**src/rtl/uart_rx_buffer.sv**
```systemverilog
// Receive-side buffer behind a UART receiver. It captures one 9-bit frame per rising
// edge of Rx_done and checks parity. Good bytes go into a first-word fall-through FIFO;
// parity failures are counted and a full FIFO sets a sticky overflow flag.
module uart_rx_buffer #(
   parameter int FIFO_DEPTH = 8,
   parameter int ERRCNT_W   = 16
) (
   input  logic                        clk,
   input  logic                        resetn,
   input  logic                        PARITYSEL_Rx,
   input  logic                        Rx_done,
   input  logic [8:0]                  Rx_d_out,
   output logic                        Rd_valid,
   input  logic                        Rd_ready,
   output logic [7:0]                  Rd_data,
   output logic [$clog2(FIFO_DEPTH):0] Fifo_level,
   output logic                        Overflow,
   input  logic                        Err_clr,
   output logic [ERRCNT_W-1:0]         ERRCOUNTER
);

   localparam int PTR_W = $clog2(FIFO_DEPTH);
   localparam int LVL_W = PTR_W + 1;

   typedef enum logic [1:0] {CAP_IDLE, CAP_BAD, CAP_PUSH, CAP_OVFL} cap_act_e;

   logic                rx_done_q;
   logic [PTR_W-1:0]    wr_ptr;
   logic [PTR_W-1:0]    rd_ptr;
   logic [LVL_W-1:0]    level;
   logic [7:0]          mem [FIFO_DEPTH];
   logic                ovf_q;
   logic [ERRCNT_W-1:0] err_cnt;

   logic     cap;
   logic     parity_ok;
   logic     pop;
   logic     space;
   logic     push;
   cap_act_e cap_act;

   assign cap       = Rx_done & ~rx_done_q;
   assign parity_ok = ((^Rx_d_out) == PARITYSEL_Rx);
   assign pop       = Rd_valid & Rd_ready;
   // A pop in the same cycle frees a slot, so a full FIFO can still accept the push.
   assign space     = (level < LVL_W'(FIFO_DEPTH)) | pop;

   always_comb begin
      // NOTE: default first so every path assigns cap_act and no latch is inferred.
      cap_act = CAP_IDLE;
      if (cap) begin
         if (!parity_ok)
            cap_act = CAP_BAD;
         else if (space)
            cap_act = CAP_PUSH;
         else
            cap_act = CAP_OVFL;
      end
   end

   assign push = (cap_act == CAP_PUSH);

   // NOTE: non-blocking assignments for all state so every register samples pre-edge values.
   always_ff @(posedge clk or negedge resetn) begin
      if (!resetn) begin
         rx_done_q <= 1'b0;
         wr_ptr    <= '0;
         rd_ptr    <= '0;
         level     <= '0;
      end else begin
         rx_done_q <= Rx_done;
         if (push)
            wr_ptr <= wr_ptr + 1'b1;
         if (pop)
            rd_ptr <= rd_ptr + 1'b1;
         if (push && !pop)
            level <= level + 1'b1;
         else if (pop && !push)
            level <= level - 1'b1;
      end
   end

   // NOTE: storage has no reset; the level counter alone decides which entries are valid.
   always_ff @(posedge clk) begin
      if (push)
         mem[wr_ptr] <= Rx_d_out[7:0];
   end

   always_ff @(posedge clk or negedge resetn) begin
      if (!resetn) begin
         ovf_q   <= 1'b0;
         err_cnt <= '0;
      end else if (Err_clr) begin
         ovf_q   <= 1'b0;
         err_cnt <= '0;
      end else begin
         if (cap_act == CAP_OVFL)
            ovf_q <= 1'b1;
         if (cap_act == CAP_BAD && err_cnt != '1)
            err_cnt <= err_cnt + 1'b1;
      end
   end

   assign Rd_valid   = (level != '0);
   assign Rd_data    = mem[rd_ptr];
   assign Fifo_level = level;
   assign Overflow   = ovf_q;
   assign ERRCOUNTER = err_cnt;

endmodule
```
**config.mk**
```make
export PLATFORM = sky130hd
export DESIGN_NAME = uart_rx_buffer
export DESIGN_NICKNAME = d
export VERILOG_FILES = /design/src/rtl/uart_rx_buffer.sv
export SDC_FILE = /design/constraint.sdc
export NUM_CORES = 1
export LEC_CHECK = 0
export ABC_AREA = 1
export BUFFER_PORTS_ARGS = -buffer_cell sky130_fd_sc_hd__buf_4
export CORE_ASPECT_RATIO = 2
export CORE_MARGIN = 3
export CORE_UTILIZATION = 45
export DETAILED_ROUTE_END_ITERATION = 10
export PLACE_DENSITY = 0.62
export RECOVER_POWER = 100
export SLEW_MARGIN = 20
export SYNTH_ARGS = -nofsm -noshare
export SYNTH_HDL_FRONTEND = slang
export SYNTH_SLANG_ARGS = --single-unit
```
**constraint.sdc**
```tcl
create_clock -name clk -period 3.6 [get_ports clk]
set_input_delay 0.18 -clock clk [delete_from_list [all_inputs] [get_ports clk]]
set_output_delay 0.18 -clock clk [all_outputs]
set_load 0.02 [all_outputs]
```
==> impl_metrics.csv, run 1 <==
group,metric,value,unit
cells_and_area,utilization,51.97,%
worst_setup_path,critPathLaunchType,"flip-flop",
clock_tree,clk_path_buf_depth,2,
die,die_area,10970,sq um
pwr,cellLeakagePower,0.001932,uW
min_path,worstHoldEndpoint,"rd_ptr[2]",
sta,finalSetupViolCount,0,
synthesis,avgSynthCellArea,9.641,sq um
sta,fin_crit,2.869,ns
pwr,ir_drop,0.2797,mV
worst_setup_path,worst-setup-path-type,"flip-flop to flip-flop",
sta,slew_viol_final,29,
clock_tree,clk_pin_slew,0.07,ns
grt,grt.overflow.total,0,
placed_design,gp_congestion,0.8195,
synthesis,syn-num-nets,474,
grt,antenna_found_initial,0,
clock_tree,cts_setup_buffers,0,
run_status,status,"finished, violations left",
grt,top_usage_layer,"met2",
worst_setup_path,r2r-end,"ERRCOUNTER[7]",
detailed_routing,first_pass_iters,4,
synthesis,ys.flop_type,"edfxtp_1",
cells_and_area,final_nets,520,
grt,grt_pass1_wl,16200,um
detailed_routing,ant_nets,0,
detailed_routing,drt-total-wl,10360,um
grt,globalRouteMet3Util,4.369,%
job,max-cap-violations,1,
cells_and_area,drive_gt1_share,4.771,%
min_path,hold_path.class,"input pin to flip-flop",
detailed_routing,avgRoutedWirePerCell,17.07,um
synthesis,synth.ff_latch_count,92,
die,core-area,9384,sq um
sta,worstMarginPinSlew,1.656,ns
worst_setup_path,required,3.82,ns
synthesis,yosysUniqueCellTypes,29,
placed_design,port_buffers,44,
sta,relSlewSlack,-10.41,%
die,die_x,75.59,um
sta,period_share,79.69,%
detailed_routing,remaining_drc_errors,0,
cells_and_area,antenna_cells,0,
synthesis,netlist_area,4358,sq um
clock_tree,h-tree-depth,3,
clock_tree,cts-root-buf,"clkbuf_16",
grt,grt_use_met1,19.89,%
clock_tree,cts_buffers,9,
synthesis,yosys_warnings,0,
worst_setup_path,reg2reg_slack,0.73,ns
worst_setup_path,r2r_cells,9,
grt,met2_usage,35.40,%
die,row_count,50,
sta,tns,0,ns
die,initial_core_util,46.44,%
worst_setup_path,crit_fanout,18,
sta,rsz0062_at_grt,"false",
clock_tree,cts_resized,0,
die,ioPinCount,45,
clock_tree,cts-hold-fix-buffers,2,
cells_and_area,syn2layout_area_growth,11.92,%
clock_tree,worst_skew_pair.late_latency,0.34,ns
clock_tree,cts_tree,"done",
sta,timing.fmax,348.6,MHz
synthesis,syn_inst,452,
die,die_h,145.2,um
min_path,whs_path_depth,3,
worst_setup_path,crit_arrival,3.09,ns
synthesis,synth_edf_count,64,
detailed_routing,vias,3314,
run_status,failed_checks,"capacitance limit, slew limit",
worst_setup_path,r2r_start,"ERRCOUNTER[0]",
clock_tree,numClockSinks,92,
placed_design,place.detailed.hpwl,7178,um
sta,clock_skew,0.008392,ns
detailed_routing,vias_per_cell,5.460,
worst_setup_path,critPathCaptureType,"flip-flop",
grt,track_usage,19.94,%
synthesis,ys_seq_area_share,60.18,%
sta,hold_viol,0,
min_path,worstHoldStart,"Rd_ready",
grt,grt_pass1_vias,3337,
grt,grt_max_degree,34,
pwr,power.density,662.9,nW/um^2
synthesis,async_flop_share,30.43,%
detailed_routing,drt_iter0_markers,240,
==> where the power goes <==
group	leakage [uW]	internal [uW]	total, uW	switching [uW]
clock network	0.000123	467	848	381
registers	0.000944	1220	1300	79.1
logic	0.000866	325	1090	761
==> cell usage after synthesis, types with 3 or more instances <==
master	count	area, sq um
nor3_1	5	25.02
nand3_2	3	30.03
nand2_1	92	345.3
nor2_1	89	334.1
inv_1	32	120.1
xor2_1	11	96.34
xnor2_1	7	61.31
clkbuf_1	13	48.80
nand3_1	31	155.2
a31oi_1	8	50.05
o22ai_1	8	50.05
o21ai_0	34	170.2
a21oi_1	3	15.01
ha_1	6	75.07
edfxtp_1	64	1922
dfrtp_1	28	700.7
nand4_1	3	18.77
==> kinds of logic after synthesis <==
kind of cell,Yosys count,share of synthesized area (%)
flops,92,60.18
xor+xnor,18,3.618
compound gates,55,6.891
fa+ha+maj,7,2.182
simple gates,231,22.57
buf+inv,49,4.565
==> per-layer routing <==
| metal | up-vias | share of wire [%] |
|---|---|---|
| met5 | - | 0 |
| met4 | 0 | 4.4 |
| met3 | 34 | 4.0 |
| met2 | 83 | 55 |
| met1 | 1592 | 36 |
| li1 | 1605 | - |
==> worst max-delay path, cell delays in order (launching register included) <==
cell and delay (ns):
dfrtp_1 0.42, ha_1 0.21, nand3_1 0.24, nor2_4 0.20, nand3_1 0.14, o21a_1 0.20, nand3_1 0.52, nand2_1 0.56
nand2_1 0.19, nand2_1 0.07
==> cell type report <==
cell class,count,area (sq um)
Multi-Input combinational cell,311,1501
Clock buffer,10,229.0
Clock inverter,6,40.04
Inverter,34,127.6
Sequential cell,92,2623
Fill cell,919,4507
Tap cell,104,130.1
Timing Repair Buffer,50,226.5
==> cell usage in the layout (no fill, tap or decap), types with 3 or more instances in the layout <==
master and n:
a21oi_1 3, a31oi_1 8, buf_4 6, clkbuf_1 42, clkbuf_16 9, clkinv_1 3, clkinvlp_4 3, dfrtp_1 28
edfxtp_1 64, ha_1 6, inv_1 32, nand2_1 93, nand3_1 35, nand4_1 3, nor2_1 89, nor3_1 5
o21ai_0 34, o22ai_1 8, xnor2_1 7, xor2_1 11
==> how the worst max path moves through the flow <==
stage	from	endpoint	slack [ns]
final	ERRCOUNTER[0]	ERRCOUNTER[7]	0.73
after global routing	ERRCOUNTER[0]	ERRCOUNTER[5]	0.46
after CTS	Fifo_level[0]	Fifo_level[3]	0.99
after detailed placement	Rx_d_out[7]	Fifo_level[3]	0.89
after global placement	Rx_d_out[3]	Fifo_level[3]	1.01
after floorplan	Fifo_level[0]	Fifo_level[3]	0.99
==> stage by stage <==
step / hold WS, ns / worst slack (ns) / instances / cell area [sq um] / total power (uW)
6_report: 0.1528 / 0.7312 / 607 / 4877 / 3233
3_3_place_gp: 0.1316 / 1.006 / 589 / 4777 / 2490
4_1_cts: 0.08728 / 0.9890 / 607 / 5066 / 3380
3_5_place_dp: 0.1327 / 0.8886 / 589 / 4777 / 2525
5_1_grt: 0.1492 / 0.4576 / 607 / 4877 / 3447
2_1_floorplan: -0.1156 / 0.9938 / 452 / 4358 / 2075
==> sequential cells by signal, indices dropped and copies added (netlist names) <==
signal and cells:
ERRCOUNTER 16, Fifo_level 4, Overflow 1, mem 64, rd_ptr 3, rx_done_q 1, wr_ptr 3
Power figures use the tool's default switching activity.
==> inputs of run 2 (changes only) <==
PLACE_DENSITY = 0.64   (was 0.62)
clock period = 2.41 ns   (was 3.6 ns; I/O delays follow)
==> run 2 against run 1 <==
  * The flow still finishes with violations (capacitance limit, slew limit)
  * Global-route usage increased by 0.36 points
  * Clock skew decreased by 0.0057 ns
  * Sequential share of layout area decreased by 2.4 points
  * Via count increased by 1.4%
==> impl_metrics.csv, run 2 (synthesized netlist as in run 1, its figures left out) <==
group,metric,value,unit
run_status,status,"finished, violations left",
run_status,failed_checks,"capacitance limit, slew limit",
sta,tns,0,ns
grt,track_usage,20.29,%
sta,timing.fmax,440.7,MHz
placed_design,place.detailed.hpwl,7286,um
worst_setup_path,r2r_cells,10,
placed_design,gp_congestion,0.8653,
die,die_area,10970,sq um
clock_tree,cts_tree,"done",
clock_tree,clk_path_buf_depth,2,
grt,grt_pass1_vias,3434,
sta,clock_skew,0.002650,ns
sta,finalSetupViolCount,0,
sta,period_share,94.16,%
worst_setup_path,critPathCaptureType,"flip-flop",
worst_setup_path,critPathMostFrequentCell,"nor2_1",
placed_design,place_inst,607,
die,die_h,145.2,um
pwr,power.density,1000,nW/um^2
clock_tree,numClockSinks,92,
die,core-area,9384,sq um
worst_setup_path,critPathBufInv,1,
worst_setup_path,cp.depth,10,
die,ioPinCount,45,
sta,hold_viol,0,
sta,slew_viol_final,29,
placed_design,port_buffers,44,
pwr,ir_drop,0.4547,mV
clock_tree,worst_skew_pair.late_latency,0.33,ns
worst_setup_path,worstPathCellList,"or4_4 -> nand2_4 -> ha_4 -> inv_2 -> ha_1 -> a21o_1 -> a21oi_2 -> nor2_1 -> nor2_1 -> xor2_1",
worst_setup_path,critPathLaunchType,"flip-flop",
grt,grt_pass1_wl,16730,um
clock_tree,h-tree-depth,3,
worst_setup_path,cpLargestDelayFamily,"simple AND/OR/NAND/NOR gates",
grt,grt_max_degree,34,
sta,fin_crit,2.269,ns
clock_tree,clk_pin_slew,0.06,ns
placed_design,placed_area,4954,sq um
grt,antenna_found_initial,0,
detailed_routing,drt-total-wl,10260,um
cells_and_area,regMostFlops,"mem",
sta,worstMarginPinSlew,1.591,ns
die,die_x,75.59,um
clock_tree,cts_buffers,9,
job,max-cap-violations,1,
detailed_routing,remaining_drc_errors,0,
worst_setup_path,crit_arrival,2.52,ns
die,row_count,50,
cells_and_area,syn2layout_area_growth,17.31,%
grt,grt.overflow.total,0,
worst_setup_path,critPathMaxStageDelay,0.57,ns
cells_and_area,largest_register_ffs,64,
detailed_routing,vias,3360,
detailed_routing,first_pass_iters,4,
worst_setup_path,worst_path_max_delay_cell,"or4_4",
cells_and_area,antenna_cells,0,
cells_and_area,final_nets,540,
cells_and_area,stdcell_count,627,
cells_and_area,drive_gt1_share,10.33,%
min_path,whs_path_depth,1,
die,initial_core_util,46.44,%
cells_and_area,final_common_cell,"nand2_1",
worst_setup_path,worst-setup-path-type,"flip-flop to flip-flop",
worst_setup_path,reg2reg_slack,0.14,ns
min_path,hold_path.class,"input pin to flip-flop",
detailed_routing,avgRoutedWirePerCell,16.36,um
clock_tree,cts-root-buf,"clkbuf_16",
sta,rsz0062_at_grt,"false",
detailed_routing,vias_per_cell,5.359,
worst_setup_path,required,2.66,ns
detailed_routing,ant_nets,0,
pwr,cellLeakagePower,0.002053,uW
sta,relSlewSlack,-6.041,%
cells_and_area,fin_area,5112,sq um
detailed_routing,drt_iter0_markers,169,
cells_and_area,final_cell_mix,"nand2_1 (91), nor2_1 (89), edfxtp_1 (64)",
worst_setup_path,crit_fanout,3,
-- run 2: report_power, final --
| group | internal, uW | total, uW | leakage [uW] | switching [uW] |
|---|---|---|---|---|
| clock | 803 | 1360 | 0.000134 | 556 |
| sequential | 1820 | 1930 | 0.000943 | 105 |
| combinational | 656 | 1820 | 0.000976 | 1170 |
| total | 3280 | 5110 | 0.00205 | 1830 |
-- run 2: through the flow --
step | power (uW) | hold WS, ns | util, % | setup slack [ns]
finish | 5112 | 0.03817 | 54.48 | 0.1409
global route | 5467 | 0.03006 | 54.48 | 0.01786
CTS | 5297 | 0.02926 | 56.05 | 0.08109
detailed placement | 3929 | 0.06653 | 52.79 | 0.01244
global placement | 3885 | 0.07156 | 52.79 | 0.1025
floorplan | 3134 | -0.1751 | - | 0.03985
-- run 2: path summary, 6_finish.rpt --
path | endpoint | start
max | Fifo_level[3] | Fifo_level[3]
min | mem[7][2] | Rx_d_out[2]
max reg2reg | Fifo_level[3] | Fifo_level[3]
min reg2reg | Overflow | Overflow
max in group asynchronous | Fifo_level[0] | resetn
min in group asynchronous | Fifo_level[2] | resetn
-- run 2: layout make-up --
type | count | area (sq um)
Fill cell | 896 | 4272
Sequential cell | 92 | 2624
Multi-Input combinational cell | 311 | 1551
Timing Repair Buffer | 70 | 392.9
Clock buffer | 12 | 236.5
Tap cell | 104 | 130.1
Inverter | 34 | 127.6
Clock inverter | 4 | 50.05
-- run 2: metal layers --
layer / part of all wire [%] / GRT usage, %
met1: 36 / 21.17
met2: 59 / 37.69
met3: 2.9 / 3.259
met4: 2.8 / 8.319
met5: 0 / 0
-- run 2: repair_timing --
item,CTS,global route
endpoints found under the hold margin,29,0
setup endpoints to repair,0,1
setup buffers,0,2
hold buffers,2,0
gates resized for setup,0,2
==> inputs of run 3 (changes only) <==
ABC_AREA = unset   (was 1)
==> run 3 against run 2 <==
  * Clock skew increased by 0.0062 ns
  * Final area decreased by 1.4%
  * Worst hold slack improved by 0.060 ns
  * The run still ends with capacitance limit, slew limit left
  * Non-clock buffer count increased by 6
  * Clock-buffer cell count decreased by 3
  * Combinational power decreased by 15%
  * Highest routed layer unchanged
  * Global-route usage decreased by 2.2 points
  * Largest cell class unchanged
  * Die area decreased by 1.4%
==> impl_metrics.csv, run 3 <==
group,metric,value,unit
worst_setup_path,crit_start,"Fifo_level[0]",
synthesis,syn_inst,276,
pwr,cellLeakagePower,0.001827,uW
worst_setup_path,r2r_start,"Fifo_level[0]",
synthesis,synthMuxAreaShare,15.33,%
synthesis,synth_compound_area_share,1.136,%
worst_setup_path,cpLargestDelayFamily,"simple AND/OR/NAND/NOR gates",
cells_and_area,largest_register_ffs,64,
detailed_routing,vias_per_cell,5.571,
synthesis,async_flop_share,30.43,%
run_status,status,"finished, violations left",
worst_setup_path,crit_end,"Fifo_level[3]",
pwr,power.density,1002,nW/um^2
sta,slew_viol_final,29,
sta,finalSetupViolCount,0,
clock_tree,clk_pin_slew,0.06,ns
detailed_routing,remaining_drc_errors,0,
sta,timing.fmax,440.1,MHz
synthesis,syn-num-nets,298,
die,die_x,75.08,um
worst_setup_path,r2r-end,"Fifo_level[3]",
sta,relSlewSlack,-12.73,%
sta,fin_crit,2.272,ns
worst_setup_path,reg2reg_slack,0.14,ns
clock_tree,worst_skew_pair.late_latency,0.33,ns
cells_and_area,final_cell_mix,"edfxtp_1 (64), clkbuf_1 (42), dfrtp_1 (27)",
cells_and_area,syn2layout_area_growth,17.34,%
clock_tree,clk_path_buf_depth,2,
synthesis,avgSynthCellArea,15.56,sq um
worst_setup_path,cp.depth,10,
synthesis,ys_seq_area_share,61.07,%
synthesis,synth_edf_count,64,
min_path,hold_path.class,"input pin to flip-flop",
clock_tree,cts-root-buf,"clkbuf_16",
synthesis,netlist.area_leader.share,44.76,%
clock_tree,cts_tree,"done",
grt,track_usage,18.12,%
die,core-area,9135,sq um
synthesis,ys_top_cells_by_area,"edfxtp_1 (45%), dfrtp_1 (16%), mux4_2 (8.4%)",
worst_setup_path,crit_fanout,5,
worst_setup_path,crit_arrival,2.53,ns
clock_tree,numClockSinks,92,
worst_setup_path,worst_path_max_delay_cell,"or4_4",
synthesis,netlist_area,4294,sq um
detailed_routing,drt-total-wl,8609,um
placed_design,place_inst,439,
detailed_routing,vias,2546,
synthesis,synth.most_common_cell,"edfxtp_1",
pwr,ir_drop,0.3914,mV
worst_setup_path,critPathMostFrequentCell,"ha_4",
sta,worstMarginPinSlew,1.691,ns
synthesis,yosys-top-cells-count,"edfxtp_1 (64), dfrtp_1 (28), nor2_1 (26)",
detailed_routing,first_pass_iters,4,
detailed_routing,drt_iter0_markers,139,
synthesis,ys.flop_type,"edfxtp_1",
worst_setup_path,r2r_cells,10,
detailed_routing,ant_nets,0,
synthesis,synth_top_family_by_area,"multiplexers",
grt,grt.overflow.total,0,
cells_and_area,antenna_cells,0,
worst_setup_path,critPathCaptureType,"flip-flop",
worst_setup_path,required,2.66,ns
cells_and_area,stdcell_count,457,
die,die_area,10820,sq um
synthesis,synth.ff_latch_count,92,
placed_design,place.detailed.hpwl,6273,um
synthesis,yosys.area_share.adder,2.214,%
die,row_count,49,
pwr,seqPwrFrac,40.4,%
run_status,failed_checks,"capacitance limit, slew limit",
sta,period_share,94.29,%
worst_setup_path,critPathBufInv,1,
pwr,power.share.combinational,30.6,%
detailed_routing,avgRoutedWirePerCell,18.84,um
placed_design,port_buffers,44,
sta,clock_skew,0.008812,ns
cells_and_area,drive_gt1_share,25.63,%
worst_setup_path,worst-setup-path-type,"flip-flop to flip-flop",
synthesis,yosysTopAreaCell,"edfxtp_1",
synthesis,synth_xor_area_share,3.788,%
grt,grt_max_degree,32,
synthesis,synth_simple_gate_area_share,14.42,%
placed_design,place_ws,-0.1049,ns
pwr,p_int,3524,uW
sta,post-route-worst-setup-slack,0.1377,ns
grt,antenna_found_initial,0,
pwr,power.switching,1524,uW
cells_and_area,regMostFlops,"mem",
worst_setup_path,worstPathCellList,"or4_4 -> nand2_4 -> ha_4 -> inv_2 -> ha_4 -> a21o_1 -> a21oi_2 -> xnor2_1 -> nor2_1 -> xor2_1",
synthesis,yosys_warnings,0,
cells_and_area,final_nets,372,
job,max-cap-violations,1,
placed_design,gp_congestion,0.7938,
clock_tree,h-tree-depth,3,
sta,tns,0,ns
worst_setup_path,critPathLaunchType,"flip-flop",
cells_and_area,fillers,783,
pwr,sw_frac_of_total,30.20,%
cells_and_area,final_common_cell,"edfxtp_1",
die,initial_core_util,47.01,%
clock_tree,cts_buffers,9,
grt,grt_pass1_vias,2736,
worst_setup_path,critPathMaxStageDelay,0.55,ns
sta,rsz0062_at_grt,"false",
grt,grt_pass1_wl,14170,um
pwr,total_power,5048,uW
die,ioPinCount,45,
die,die_h,144.2,um
pwr,clkPwrFrac,29.0,%
sta,hold_ws,0.09857,ns
synthesis,yosysUniqueCellTypes,39,
sta,hold_viol,0,
[run 3: cell families (layout without fill, tap and decap cells)]
kind of cell / count (synthesis) / count (layout)
multiplexers: 42 / 42
buffers and inverters: 17 / 96
AND/OR/NAND/NOR: 94 / 94
AO/OA/AOI/OAI: 8 / 8
XOR/XNOR: 16 / 16
flip-flops: 92 / 92
adder cells (fa/ha/maj): 7 / 7
[run 3: layout make-up]
class                           count  area (sq um)  area share (%)
Clock inverter                      7         91.34           1.813
Timing Repair Buffer               76         390.4           7.748
Tap cell                          102         127.6           2.533
Sequential cell                    92          2624           52.07
Inverter                            4         15.01          0.2980
Multi-Input combinational cell    167          1565           31.07
Clock buffer                        9         225.2           4.470
[run 3: power by group through the flow]
stage          combinational [uW]  clock, uW  sequential, uW
2_1_floorplan                1190          0            2010
3_3_place_gp                 1680          0            2080
3_5_place_dp                 1710          0            2080
4_1_cts                      1720       1500            2050
5_1_grt                      1710       1570            2070
6_report                     1540       1460            2040
[run 3: repair_timing]
item	in CTS	in global routing
resized for setup	0	1
hold buffers	2	0
setup buffers	0	0
setup endpoints to repair	0	1
hold endpoints to repair	29	0
[run 3: worst min-delay path by stage]
stage	slack [ns]	end	cells past startpoint	from
floorplan	-0.18	ERRCOUNTER[0]	0	resetn
global placement	0.08	Fifo_level[1]	1	resetn
detailed placement	0.08	Fifo_level[1]	1	resetn
global route	0.10	rd_ptr[2]	3	Rd_ready
CTS	0.02	mem[4][6]	1	Rx_d_out[6]
finish	0.1	rd_ptr[2]	3	Rd_ready
[run 3: routing by layer]
metal | vias to the layer above | part of all wire, % | track usage, %
met3 | 12 | 3.1 | 3.619
met1 | 1294 | 35 | 18.51
met2 | 44 | 60 | 34.45
li1 | 1196 | - | -
met4 | 0 | 1.9 | 6.942
met5 | - | 0 | 0
[run 3: stage by stage]
stage / utilization (%) / instance area (sq um)
finish: 55.16 / 5039
global route: 55.16 / 5039
CTS: 57.99 / 5298
detailed placement: 54.31 / 4961
global placement: 54.31 / 4961
floorplan: - / 4338
[run 3: worst reg2reg max path: cells and delay by family (launching register included)]
family	cells	cell delay, ns
AND/OR/NAND/NOR	3	0.80
flip-flops	1	0.45
adder cells (fa/ha/maj)	2	0.35
AO/OA/AOI/OAI	2	0.29
XOR/XNOR	2	0.25
buffers and inverters	1	0.06
